$ cat config.mk
export PLATFORM = sky130hd
export DESIGN_NAME = boa_pwr_seq
export DESIGN_NICKNAME = d
export VERILOG_FILES = /design/src/rtl/boa_pwr_seq.sv
export SDC_FILE = /design/constraint.sdc
export NUM_CORES = 1
export LEC_CHECK = 0
export ABC_CLOCK_PERIOD_IN_PS = 2100
export BUFFER_PORTS_ARGS = -buffer_cell sky130_fd_sc_hd__buf_2
export CAP_MARGIN = 20
export CORE_ASPECT_RATIO = 0.75
export CORE_MARGIN = 4
export CORE_UTILIZATION = 40
export DETAILED_ROUTE_END_ITERATION = 16
export GPL_ROUTABILITY_DRIVEN = 0
export GPL_TIMING_DRIVEN = 0
export SETUP_SLACK_MARGIN = 0.5
export SLEW_MARGIN = 10
export SYNTH_ARGS = -nofsm -noshare
export SYNTH_HDL_FRONTEND = slang
export SYNTH_SLANG_ARGS = --single-unit
$ cat constraint.sdc
create_clock -name clk -period 2.1 [get_ports clk]
set_input_delay 0.42 -clock clk [delete_from_list [all_inputs] [get_ports clk]]
set_output_delay 0.42 -clock clk [all_outputs]
set_load 0.005 [all_outputs]
$ cat src/rtl/boa_pwr_seq.sv
// boa_pwr_seq: power/reset sequencer between the PMU, the board reset button
// and the CPU subsystem.
// - Debounces the raw button and arbitrates button presses, PMU reset requests
//   and PMU shutdown requests.
// - Drives core reset and core shutdown (clock gate) controls.
// - Records the cause of the most recent reset.
//
// Ports
//   clk          in   system clock; must keep running during shutdown
//   rst_n        in   synchronous reset, active low
//   btn_raw      in   raw reset button, asynchronous, active high
//   pmu_rst_req  in   PMU reset request, level
//   pmu_shdn_req in   PMU shutdown request, level
//   core_rst     out  reset to the CPU subsystem, active high
//   core_shdn    out  shutdown; the top level ORs this into the core clock gate
//   state        out  0 HOLD, 1 RUN, 2 SHDN
//   rst_cause    out  0 POR, 1 BTN, 2 SW, 3 WAKE
//
// State | meaning
// HOLD  | core held in reset for RST_HOLD cycles; press/pmu_rst_req restart it
// RUN   | core running; press > pmu_rst_req > pmu_shdn_req
// SHDN  | core clock gated; press (if WAKE_ON_BTN) or pmu_rst_req wakes it
module boa_pwr_seq #(
    parameter int DEBOUNCE_CYCLES = 250000,
    parameter int RST_HOLD        = 16,
    parameter int WAKE_ON_BTN     = 1
) (
    input  logic       clk,
    input  logic       rst_n,
    input  logic       btn_raw,
    input  logic       pmu_rst_req,
    input  logic       pmu_shdn_req,
    output logic       core_rst,
    output logic       core_shdn,
    output logic [1:0] state,
    output logic [1:0] rst_cause
);

    localparam int HW = $clog2(RST_HOLD + 1);
    localparam int DW = $clog2(DEBOUNCE_CYCLES + 1);
    localparam logic [HW-1:0] HOLD_RELOAD = HW'(RST_HOLD - 1);
    localparam logic [DW-1:0] DEB_LAST    = DW'(DEBOUNCE_CYCLES - 1);
    localparam bit WAKE_EN = (WAKE_ON_BTN != 0);

    localparam logic [1:0] CAUSE_POR  = 2'd0;
    localparam logic [1:0] CAUSE_BTN  = 2'd1;
    localparam logic [1:0] CAUSE_SW   = 2'd2;
    localparam logic [1:0] CAUSE_WAKE = 2'd3;

    typedef enum logic [1:0] {
        ST_HOLD = 2'd0,
        ST_RUN  = 2'd1,
        ST_SHDN = 2'd2
    } state_t;

    logic          sync1;
    logic          btn_s;
    logic          deb;
    logic          press;
    logic [DW-1:0] deb_cnt;

    // press is registered alongside deb so it is high exactly on the cycle
    // the debounced level first reads 1; a release never produces an event.
    always_ff @(posedge clk) begin
        if (!rst_n) begin
            sync1   <= 1'b0;
            btn_s   <= 1'b0;
            deb     <= 1'b0;
            deb_cnt <= '0;
            press   <= 1'b0;
        end else begin
            sync1 <= btn_raw;
            btn_s <= sync1;
            press <= 1'b0;
            if (btn_s == deb) begin
                deb_cnt <= '0;
            end else if (deb_cnt == DEB_LAST) begin
                deb     <= btn_s;
                deb_cnt <= '0;
                press   <= btn_s;
            end else begin
                deb_cnt <= deb_cnt + 1'b1;
            end
        end
    end

    state_t        cur_state;
    state_t        nxt_state;
    logic [HW-1:0] hold_cnt;
    logic [HW-1:0] nxt_hold;
    logic [1:0]    cause_q;
    logic [1:0]    nxt_cause;

    always_ff @(posedge clk) begin
        if (!rst_n) begin
            cur_state <= ST_HOLD;
            hold_cnt  <= HOLD_RELOAD;
            cause_q   <= CAUSE_POR;
        end else begin
            cur_state <= nxt_state;
            hold_cnt  <= nxt_hold;
            cause_q   <= nxt_cause;
        end
    end

    always_comb begin
        nxt_state = cur_state;
        nxt_hold  = hold_cnt;
        nxt_cause = cause_q;
        case (cur_state)
            ST_HOLD: begin
                // A new request while in reset restarts the hold window.
                if (press) begin
                    nxt_hold  = HOLD_RELOAD;
                    nxt_cause = CAUSE_BTN;
                end else if (pmu_rst_req) begin
                    nxt_hold  = HOLD_RELOAD;
                    nxt_cause = CAUSE_SW;
                end else if (hold_cnt == '0) begin
                    nxt_state = ST_RUN;
                end else begin
                    nxt_hold = hold_cnt - 1'b1;
                end
            end
            ST_RUN: begin
                if (press) begin
                    nxt_state = ST_HOLD;
                    nxt_hold  = HOLD_RELOAD;
                    nxt_cause = CAUSE_BTN;
                end else if (pmu_rst_req) begin
                    nxt_state = ST_HOLD;
                    nxt_hold  = HOLD_RELOAD;
                    nxt_cause = CAUSE_SW;
                end else if (pmu_shdn_req) begin
                    nxt_state = ST_SHDN;
                end
            end
            ST_SHDN: begin
                if (press && WAKE_EN) begin
                    nxt_state = ST_HOLD;
                    nxt_hold  = HOLD_RELOAD;
                    nxt_cause = CAUSE_WAKE;
                end else if (pmu_rst_req) begin
                    nxt_state = ST_HOLD;
                    nxt_hold  = HOLD_RELOAD;
                    nxt_cause = CAUSE_SW;
                end
            end
            default: begin
                nxt_state = ST_HOLD;
                nxt_hold  = HOLD_RELOAD;
            end
        endcase
    end

    assign core_rst  = (cur_state == ST_HOLD);
    assign core_shdn = (cur_state == ST_SHDN);
    assign state     = cur_state;
    assign rst_cause = cause_q;

endmodule

==> results of run 1 <==
[kinds of logic (layout without fill, tap and decap cells)]
| family | Yosys count | count (layout) |
|---|---|---|
| and+or+nand+nor | 80 | 80 |
| muxes | 5 | 5 |
| AOI/OAI and AO/OA | 19 | 19 |
| buffers and inverters | 13 | 34 |
| xor gates and xnor gates | 14 | 14 |
| adders and majority gates | 7 | 7 |
| DFF | 31 | 31 |
[synthesized netlist by cell type, drive strengths merged (2+ instances only)]
cell type  instances
clkbuf             2
buf                2
mux2i              5
ha                 7
xor2               4
nand2             13
nand3              8
a21oi              3
dfxtp             31
and3               4
o221ai             2
xnor2             10
and2               3
nor3               6
nor2              23
inv                9
nand4              5
o21ai              4
o22ai              2
nor4               9
[worst max-delay path by stage]
stage / to / slack, ns / start
2_1_floorplan: deb_cnt[16] / 0.52 / deb_cnt[0]
3_3_place_gp: deb_cnt[5] / 0.21 / deb_cnt[0]
3_5_place_dp: deb_cnt[16] / 0.22 / deb_cnt[0]
4_1_cts: deb_cnt[16] / 0.47 / deb_cnt[0]
5_1_grt: state[0] / 0.48 / hold_cnt[1]
6_report: core_shdn / 0.55 / state[0]
[through the flow]
step / utilization (%) / instance area [µm²] / worst slack [ns] / hold slack, ns
after global routing: 53.7 / 1850 / 0.477 / 0.343
after detailed placement: 46.4 / 1600 / 0.218 / 0.426
final: 53.7 / 1850 / 0.546 / 0.342
after floorplan: - / 1490 / 0.515 / 0.412
after CTS: 50.7 / 1750 / 0.471 / 0.331
after global placement: 46.4 / 1600 / 0.214 / 0.415
[routing by layer]
metal | GRT usage (%) | up-vias | wire length [µm]
met1 | 19.0 | 590 | 1630
met5 | 0 | - | 0
met2 | 19.8 | 33 | 1240
li1 | - | 643 | -
met4 | 7.48 | 0 | 48
met3 | 6.38 | 4 | 227
[power by group through the flow]
| stage | sequential, mW | clock [mW] | combinational [mW] |
|---|---|---|---|
| floorplan | 0.610 | 0 | 0.0222 |
| global placement | 0.610 | 0 | 0.0329 |
| detailed placement | 0.611 | 0 | 0.0334 |
| CTS | 0.597 | 0.528 | 0.0350 |
| global route | 0.598 | 0.555 | 0.0434 |
| finish | 0.598 | 0.508 | 0.0387 |
[final cells by class]
| type | count | area [µm²] | share of cell area, % |
|---|---|---|---|
| clock buffers | 8 | 100 | 5.41 |
| well taps | 50 | 62.6 | 3.38 |
| multi-input cells | 125 | 922 | 49.8 |
| flip-flops and latches | 31 | 634 | 34.3 |
| inverters | 9 | 33.8 | 1.82 |
| plain buffers | 4 | 23.8 | 1.28 |
| repair buffers | 13 | 75.1 | 4.05 |
[state kept, by name (all words and copies together), names as in the netlist]
register	flops
sync1	1
rst_cause	2
state	2
hold_cnt	5
btn_s	1
deb	1
deb_cnt	18
press	1
[timing repair]
item / 4_1_cts / 5_1_grt
cloned: 0 / 1
setup buffers: 1 / 2
resized for setup: 8 / 25
endpoints found under the setup margin: 18 / 24
pin swaps: 1 / 4
==> results.sh, run 1 <==
export IMPL_outcome="finished clean"
export IMPL_tritoncts="yes"
export IMPL_fillers=329
export IMPL_ant_nets=0
export IMPL_cts_root_buffer="clkbuf_8"
export IMPL_switching_share_pct=20.6
export IMPL_synth_top_family_by_area="simple AND/OR/NAND/NOR gates"
export IMPL_h_tree_depth=2
export IMPL_drt_iter0_markers=105
export IMPL_worstPathArrival_ns=1.13
export IMPL_first_pass_iters=4
export IMPL_r2r_end="deb_cnt[13]"
export IMPL_maxCapViolations=0
export IMPL_die_h_um=60.9
export IMPL_clkTransAtPathRegs_ns=0.06
export IMPL_cpMaxStageDelayCell="dfxtp_2"
export IMPL_io_pins=11
export IMPL_setup_viol=0
export IMPL_cp_slowest_stage_delay_ns=0.37
export IMPL_post_drt_wl_per_cell_um=13.1
export IMPL_crit_type="reg -> out"
export IMPL_setup_worst_path_start_class="register"
export IMPL_hpwl_um=2100
export IMPL_r2r_slack_ns=0.57
export IMPL_syn_avg_cell_area_um2=8.83
export IMPL_cts_sinks=31
export IMPL_finalHoldViolCount=0
export IMPL_crit_chain="inv_1 > ha_1 > buf_2"
export IMPL_synth_xor_area_share_pct=8.21
export IMPL_syn_cell_area_um2=1490
export IMPL_cts_buffers=5
export IMPL_placed_cells=228
export IMPL_r2r_start="deb_cnt[7]"
export IMPL_ys_seq_area_share_pct=41.6
export IMPL_drive_above_1_share_pct=27.4
export IMPL_yosys_area_share_simple_pct=28.6
export IMPL_whs_endpoint="sync1"
export IMPL_cp_num_buf_inv=2
export IMPL_wirelength_um=3150
export IMPL_io_buffers=9
export IMPL_p_leak_nw=0.610
export IMPL_final_cell_mix="nor2_1 (23), dfxtp_1 (20), nand2_1 (13), dfxtp_2 (11)"
export IMPL_peakVddDrop_v=0.000364
export IMPL_grt_pass1_vias=1151
export IMPL_switchingPower_uw=236
export IMPL_synth_compound_gate_area_share_pct=8.80
export IMPL_crit_cells=3
export IMPL_hold_path_class="in -> reg"
export IMPL_synth_fp_nets=181
export IMPL_num_rows=18
export IMPL_r2r_cells=4
export IMPL_power_clock_fraction_pct=44.4
export IMPL_required_ns=1.68
export IMPL_die_area_um2=4780
export IMPL_total_power_mw=1.14
export IMPL_synth_top_cells_by_area="dfxtp_1 (42%), ha_1 (5.9%), xnor2_1 (5.9%), nor2_1 (5.8%), nor4_1 (3.8%)"
export IMPL_clk_latency_ns=0.28
export IMPL_via_per_inst=5.29
export IMPL_hold_path_startpoint="btn_raw"
export IMPL_yosysUniqueCellTypes=41
export IMPL_p_int_uw=909
export IMPL_ys_warn_count=0
export IMPL_fp_coreArea_um2=3450
export IMPL_fin_skew_ns=0.00387
export IMPL_critPathMaxFanout=5
export IMPL_synthFlopType="dfxtp_1"
export IMPL_ys_ff_latch=31
export IMPL_syn_to_final_growth_pct=24.1
export IMPL_final_common_cell="nor2_1"
export IMPL_yosys_area_top_type_share_pct=41.6
export IMPL_synth_edf_count=0
export IMPL_combPwrFrac_pct=3.4
export IMPL_cp_top_family="flip-flops"
export IMPL_fmax_ghz=0.644
export IMPL_start_util_pct=43.3
export IMPL_clock_path_buffers=2
export IMPL_die_x_um=78.5
export IMPL_diodes=0
export IMPL_slew_headroom_pct=69.2
export IMPL_tns_ns=0
export IMPL_grt_pass1_wl_um=5190
export IMPL_p_seq_share_pct=52.2
export IMPL_synthArstFlopShare_pct=0
export IMPL_p_per_area_nw_per_um2=618
export IMPL_syn_inst=169
export IMPL_hold_path_depth=2
export IMPL_grt_overflow=0
export IMPL_synthMuxAreaShare_pct=3.35
export IMPL_drc=0
export IMPL_final_nets=201
export IMPL_rsz0062_at_grt="yes"
export IMPL_final_min_clock_period_ns=1.55
export IMPL_synthAdderAreaFrac_pct=5.87
export IMPL_antenna_found_initial=0
export IMPL_timing_final_crit_share_pct=74.0
export IMPL_end_kind="output pin"
export IMPL_slew_violations=0
export IMPL_routed_via_count=1270
export IMPL_grt_max_degree=11
export IMPL_postCtsHoldBufs=0
export IMPL_worst_pin_slew_ns=0.461
export IMPL_yosys_area_top_type="dfxtp_1"
export IMPL_groute_usage_overall_pct=14.4
export IMPL_final_cells=240
(Power assumes the default switching activity.)
==> run 2: changes to the inputs <==
Settings changed: ABC_AREA set to 1, ABC_CLOCK_PERIOD_IN_PS 2100 to 1400.
Clock period 2.1 ns to 1.4 ns, I/O delays scaled along.
==> results.sh, run 2 <==
export IMPL_yosys_area_top_type_share_pct=36.9
export IMPL_synth_edf_count=0
export IMPL_place_ws_ns=-0.0117
export IMPL_synthFlopType="dfxtp_1"
export IMPL_hold_path_class="in -> reg"
export IMPL_critPathMaxFanout=5
export IMPL_cts_sinks=31
export IMPL_synthTopCellsByCount="nand2_1 (61), nor2_1 (43), inv_1 (36)"
export IMPL_p_seq_share_pct=39.7
export IMPL_final_common_cell="nand2_1"
export IMPL_die_area_um2=5310
export IMPL_use_met2_pct=21.9
export IMPL_syn_to_final_growth_pct=41.8
export IMPL_die_h_um=64.1
export IMPL_fmax_ghz=0.759
export IMPL_rsz0062_at_grt="yes"
export IMPL_combPwrFrac_pct=36.2
export IMPL_finalHoldViolCount=0
export IMPL_slew_violations=0
export IMPL_yosys_area_top_type="dfxtp_1"
export IMPL_synthMuxAreaShare_pct=0
export IMPL_power_clock_fraction_pct=24.1
export IMPL_cts_buffers=5
export IMPL_synth_top_cells_by_area="dfxtp_1 (37%), nand2_1 (14%), nor2_1 (9.6%), inv_1 (8.0%), nand3_1 (7.1%)"
export IMPL_grt_pass1_wl_um=6630
export IMPL_yosysUniqueCellTypes=22
export IMPL_ys_seq_area_share_pct=36.9
export IMPL_cts_root_buffer="clkbuf_8"
export IMPL_synth_fp_nets=265
export IMPL_r2r_start="deb_cnt[0]"
export IMPL_grt_pass1_vias=1453
export IMPL_slew_headroom_pct=61.5
export IMPL_p_int_mw=1.81
export IMPL_drc=0
export IMPL_tritoncts="yes"
export IMPL_crit_chain="ha_4 > nand2_4 > nor2_4 > nand2_2 > inv_2 > nand3_4 > nand2_4 > buf_6 > nor2_1"
export IMPL_h_tree_depth=2
export IMPL_cpMaxStageDelayCell="dfxtp_4"
export IMPL_wirelength_um=3990
export IMPL_switchingPower_uw=883
export IMPL_hpwl_um=2680
export IMPL_yosysMostFrequentCell="nand2_1"
export IMPL_end_kind="register"
export IMPL_grt_overflow=0
export IMPL_io_buffers=10
export IMPL_grt_use_met3_pct=4.64
export IMPL_start_util_pct=41.5
export IMPL_placed_area_um2=1930
export IMPL_final_min_clock_period_ns=1.32
export IMPL_timing_final_crit_share_pct=94.2
export IMPL_ys_warn_count=0
export IMPL_peakVddDrop_v=0.000698
export IMPL_routed_via_count=1600
export IMPL_switching_share_pct=32.8
export IMPL_p_per_area_nw_per_um2=1130
export IMPL_groute_usage_overall_pct=15.7
export IMPL_regMostFlops="deb_cnt"
export IMPL_crit_top_cell="nand2_4"
export IMPL_drive_above_1_share_pct=36.7
export IMPL_clock_path_buffers=2
export IMPL_synth_xor_area_share_pct=4.69
export IMPL_fin_ws_ns=0.0817
export IMPL_syn_avg_cell_area_um2=6.64
export IMPL_drt_iter0_markers=65
export IMPL_utilization_pct=58.8
export IMPL_final_cell_mix="nand2_1 (49), nor2_1 (30), inv_1 (29), dfxtp_1 (21), nand3_1 (19)"
export IMPL_final_cells=344
export IMPL_synth_compound_gate_area_share_pct=5.96
export IMPL_crit_type="reg -> reg"
export IMPL_antenna_found_initial=0
export IMPL_cp_slowest_stage_delay_ns=0.37
export IMPL_syn_cell_area_um2=1680
export IMPL_fin_skew_ns=0.00373
export IMPL_synthAdderAreaFrac_pct=5.21
export IMPL_worstPathArrival_ns=1.49
export IMPL_final_nets=302
export IMPL_outcome="finished clean"
export IMPL_postCtsHoldBufs=0
export IMPL_synthArstFlopShare_pct=0
export IMPL_setup_worst_path_start_class="register"
export IMPL_required_ns=1.57
export IMPL_clk_latency_ns=0.28
export IMPL_diodes=0
export IMPL_cp_top_family="simple AND/OR/NAND/NOR gates"
export IMPL_ys_ff_latch=31
export IMPL_reg_top3="deb_cnt: 18 flops, hold_cnt: 5 flops"
export IMPL_met1_usage_pct=22.7
export IMPL_setup_viol=0
export IMPL_p_leak_nw=0.932
export IMPL_postLayoutCellArea_um2=2380
export IMPL_top_usage_layer="met1"
export IMPL_num_rows=20
export IMPL_post_drt_wl_per_cell_um=11.6
export IMPL_clkTransAtPathRegs_ns=0.06
export IMPL_r2r_slack_ns=0.08
export IMPL_worst_pin_slew_ns=0.578
export IMPL_grt_max_degree=11
export IMPL_ant_nets=0
export IMPL_maxCapViolations=0
export IMPL_fp_coreArea_um2=4050
export IMPL_via_per_inst=4.65
export IMPL_die_x_um=82.8
export IMPL_placed_cells=318
export IMPL_cp_startpoint="deb_cnt[0]"
export IMPL_syn_inst=253
export IMPL_yosys_area_share_simple_pct=37.8
export IMPL_largest_reg_flops=18
export IMPL_hold_path_startpoint="btn_raw"
export IMPL_synth_top_family_by_area="simple AND/OR/NAND/NOR gates"
export IMPL_first_pass_iters=5
export IMPL_io_pins=11
export IMPL_cp_num_buf_inv=2
[run 2: layout make-up]
| cell class | count | area [µm²] |
|---|---|---|
| multi-input combinational | 182 | 1170 |
| inverter | 38 | 150 |
| buffer | 2 | 15.0 |
| clock buffer | 6 | 72.6 |
| sequential | 31 | 643 |
| timing repair buffer | 30 | 268 |
| tap | 55 | 68.8 |
| fill | 387 | 1670 |
[run 2: repair_timing]
item | 4_1_cts | 5_1_grt
endpoints found under the hold margin | 0 | 0
gates resized for setup | 20 | 41
setup endpoints to repair | 34 | 35
pin swaps | 14 | 15
buffers inserted | 17 | 2
cloned | 1 | 0
[run 2: metal layers]
metal  vias up  routed length (µm)
met3         5                 130
li1        863                   -
met2        15                1670
met1       717                2150
met4         0                  42
met5         -                   0
[run 2: cells by family after synthesis]
group / Yosys count
buf+inv: 40
xor+xnor: 9
fa+ha+maj: 7
simple gates: 146
compound gates: 20
flops: 31
[run 2: metrics by stage]
stage | power (mW) | setup TNS, ns | hold slack [ns]
after floorplan | 1.54 | 0 | 0.378
after global routing | 2.88 | 0 | 0.170
final | 2.69 | 0 | 0.177
after global placement | 1.69 | -0.178 | 0.393
after detailed placement | 1.69 | -0.0653 | 0.401
after CTS | 2.51 | 0 | 0.168
[run 2: final timing paths]
check                                   to  depth (start not counted)
worst max-delay path            deb_cnt[9]                          9
worst min-delay path                 sync1                          3
worst max register to register  deb_cnt[9]                          9
worst min register to register       btn_s                          2
[run 2: power groups by stage]
| stage | Combinational [mW] | Clock [mW] | Sequential, mW |
|---|---|---|---|
| 4_1_cts | 0.792 | 0.667 | 1.05 |
| 3_5_place_dp | 0.603 | 0 | 1.09 |
| 3_3_place_gp | 0.594 | 0 | 1.09 |
| 2_1_floorplan | 0.467 | 0 | 1.08 |
| 5_1_grt | 1.08 | 0.721 | 1.08 |
| 6_report | 0.973 | 0.649 | 1.07 |
[run 2: worst min-delay path, cell delays in order]
cell and delay [ns]:
buf_2 0.07, nand2_1 0.04, inv_1 0.04
==> run 3: changes to the inputs <==
Settings changed: ABC_CLOCK_PERIOD_IN_PS 1400 to 1100, SKIP_CTS_REPAIR_TIMING set to 1.
Clock period 1.4 ns to 1.1 ns, I/O delays scaled along.
==> results.sh, run 3 (same netlist as run 2, synthesis figures left out) <==
export IMPL_finalHoldViolCount=0
export IMPL_violations="setup timing"
export IMPL_drive_above_1_share_pct=38.2
export IMPL_p_int_mw=2.30
export IMPL_final_cell_mix="nand2_1 (53), nor2_1 (32), inv_1 (29), nand3_1 (21), dfxtp_1 (16)"
export IMPL_grt_overflow=0
export IMPL_slew_violations=0
export IMPL_hpwl_um=2620
export IMPL_p_seq_share_pct=40.2
export IMPL_hold_path_depth=3
export IMPL_clk_latency_ns=0.28
export IMPL_h_tree_depth=2
export IMPL_fmax_ghz=0.737
export IMPL_via_per_inst=4.64
export IMPL_hold_path_class="in -> reg"
export IMPL_slew_headroom_pct=73.4
export IMPL_drc=0
export IMPL_timing_final_crit_share_pct=123
export IMPL_fp_coreArea_um2=4050
export IMPL_p_leak_nw=0.934
export IMPL_utilization_pct=59.8
export IMPL_cts_buffers=5
export IMPL_cts_root_buffer="clkbuf_8"
export IMPL_tritoncts="yes"
export IMPL_switchingPower_mw=1.09
export IMPL_p_per_area_nw_per_um2=1400
export IMPL_cp_slowest_stage_delay_ns=0.37
export IMPL_worst_pin_slew_ns=0.395
export IMPL_cts_sinks=31
export IMPL_cp_num_buf_inv=2
export IMPL_grt_pass1_wl_um=5930
export IMPL_die_h_um=64.1
export IMPL_r2r_start="deb_cnt[0]"
export IMPL_crit_type="reg -> reg"
export IMPL_io_pins=11
export IMPL_outcome="complete, but fails checks"
export IMPL_antenna_found_initial=0
export IMPL_regMostFlops="deb_cnt"
export IMPL_die_area_um2=5310
export IMPL_power_clock_fraction_pct=25.3
export IMPL_final_nets=304
export IMPL_fillers=376
export IMPL_setup_viol=30
export IMPL_routed_via_count=1614
export IMPL_fin_ws_ns=-0.257
export IMPL_rsz0062_at_grt="yes"
export IMPL_peakVddDrop_v=0.000856
export IMPL_io_buffers=10
export IMPL_drt_iter0_markers=62
export IMPL_grt_max_degree=11
export IMPL_first_pass_iters=4
export IMPL_grt_pass1_vias=1323
export IMPL_regArea_um2=649
export IMPL_syn_to_final_growth_pct=44.3
export IMPL_final_min_clock_period_ns=1.36
export IMPL_whs_endpoint="sync1"
export IMPL_fin_skew_ns=0.00978
export IMPL_cp_top_family="simple AND/OR/NAND/NOR gates"
export IMPL_hold_path_startpoint="btn_raw"
export IMPL_clkTransAtPathRegs_ns=0.07
export IMPL_switching_share_pct=32.3
export IMPL_ant_nets=0
export IMPL_final_common_cell="nand2_1"
export IMPL_cpMaxStageDelayCell="dfxtp_4"
export IMPL_r2r_slack_ns=-0.26
export IMPL_reg_top3="deb_cnt: 18 flops, hold_cnt: 5 flops"
export IMPL_setup_worst_path_start_class="register"
export IMPL_maxCapViolations=0
export IMPL_post_drt_wl_per_cell_um=11.5
export IMPL_r2r_end="deb_cnt[15]"
export IMPL_clock_path_buffers=2
export IMPL_wirelength_um=4020
export IMPL_worstPathArrival_ns=1.53
export IMPL_end_kind="register"
export IMPL_num_rows=20
export IMPL_r2r_cells=9
export IMPL_groute_usage_overall_pct=13.8
export IMPL_critPathMaxFanout=7
export IMPL_crit_chain="ha_4 > nand2_4 > nor2_4 > nand2_2 > inv_2 > nand3_4 > nand2_8 > clkbuf_16 > nor2_1"
export IMPL_start_util_pct=41.5
export IMPL_diodes=0
export IMPL_largest_reg_flops=18
export IMPL_combPwrFrac_pct=34.5
export IMPL_required_ns=1.28
export IMPL_multiInputGateArea_um2=1160
export IMPL_die_x_um=82.8
export IMPL_place_ws_ns=-0.310
[run 3: worst max path at each step]
| stage | startpoint | end | slack [ns] | cells after the start |
|---|---|---|---|---|
| floorplan | deb_cnt[1] | deb_cnt[2] | -0.17 | 9 |
| global placement | deb_cnt[0] | deb_cnt[2] | -0.31 | 9 |
| detailed placement | deb_cnt[0] | deb_cnt[6] | -0.31 | 9 |
| CTS | deb_cnt[0] | deb_cnt[7] | -0.33 | 9 |
| global route | deb_cnt[0] | deb_cnt[2] | -0.32 | 9 |
| finish | deb_cnt[0] | deb_cnt[15] | -0.26 | 9 |
[run 3: worst register-to-register path: stages (launching register included)]
cell       delay [ns]
dfxtp_4          0.37
ha_4             0.15
nand2_4          0.05
nor2_4           0.10
nand2_2          0.09
inv_2            0.08
nand3_4          0.10
nand2_8          0.11
clkbuf_16        0.15
nor2_1           0.04
[run 3: area by class of cell]
type                    instances  share of cell area [%]
plain buffers                   2                   0.826
clock buffers                   7                    3.15
clock inverters                 1                   0.206
inverters                      38                    6.30
multi-input cells             182                    47.9
flip-flops and latches         31                    26.8
well taps                      55                    2.84
repair buffers                 32                    12.0
[run 3: metal layers]
metal	share of wire (%)	wire, µm	track usage, %	vias to the layer above
met5	0	0	0	-
met4	1.0	41	5.92	0
met1	53	2140	20.2	719
met3	3.3	133	3.99	5
met2	42	1700	18.5	20
li1	-	-	-	870
[run 3: power by group through the flow]
stage / clock network (mW) / logic [mW] / registers [mW]
6_report: 0.856 / 1.17 / 1.36
5_1_grt: 0.942 / 1.30 / 1.38
4_1_cts: 0.883 / 0.769 / 1.37
3_5_place_dp: 0 / 0.766 / 1.39
3_3_place_gp: 0 / 0.760 / 1.39
2_1_floorplan: 0 / 0.594 / 1.37
[run 3: through the flow]
| stage | std cells | TNS (ns) | instance area, µm² | hold WS [ns] | power (mW) |
|---|---|---|---|---|---|
| 2_1_floorplan | 253 | -2.11 | 1820 | 0.318 | 1.97 |
| 3_5_place_dp | 318 | -5.51 | 1930 | 0.402 | 2.16 |
| 5_1_grt | 348 | -7.34 | 2420 | 0.146 | 3.63 |
| 3_3_place_gp | 318 | -5.50 | 1930 | 0.395 | 2.15 |
| 6_report | 348 | -5.21 | 2420 | 0.125 | 3.39 |
| 4_1_cts | 326 | -6.21 | 2020 | 0.119 | 3.02 |
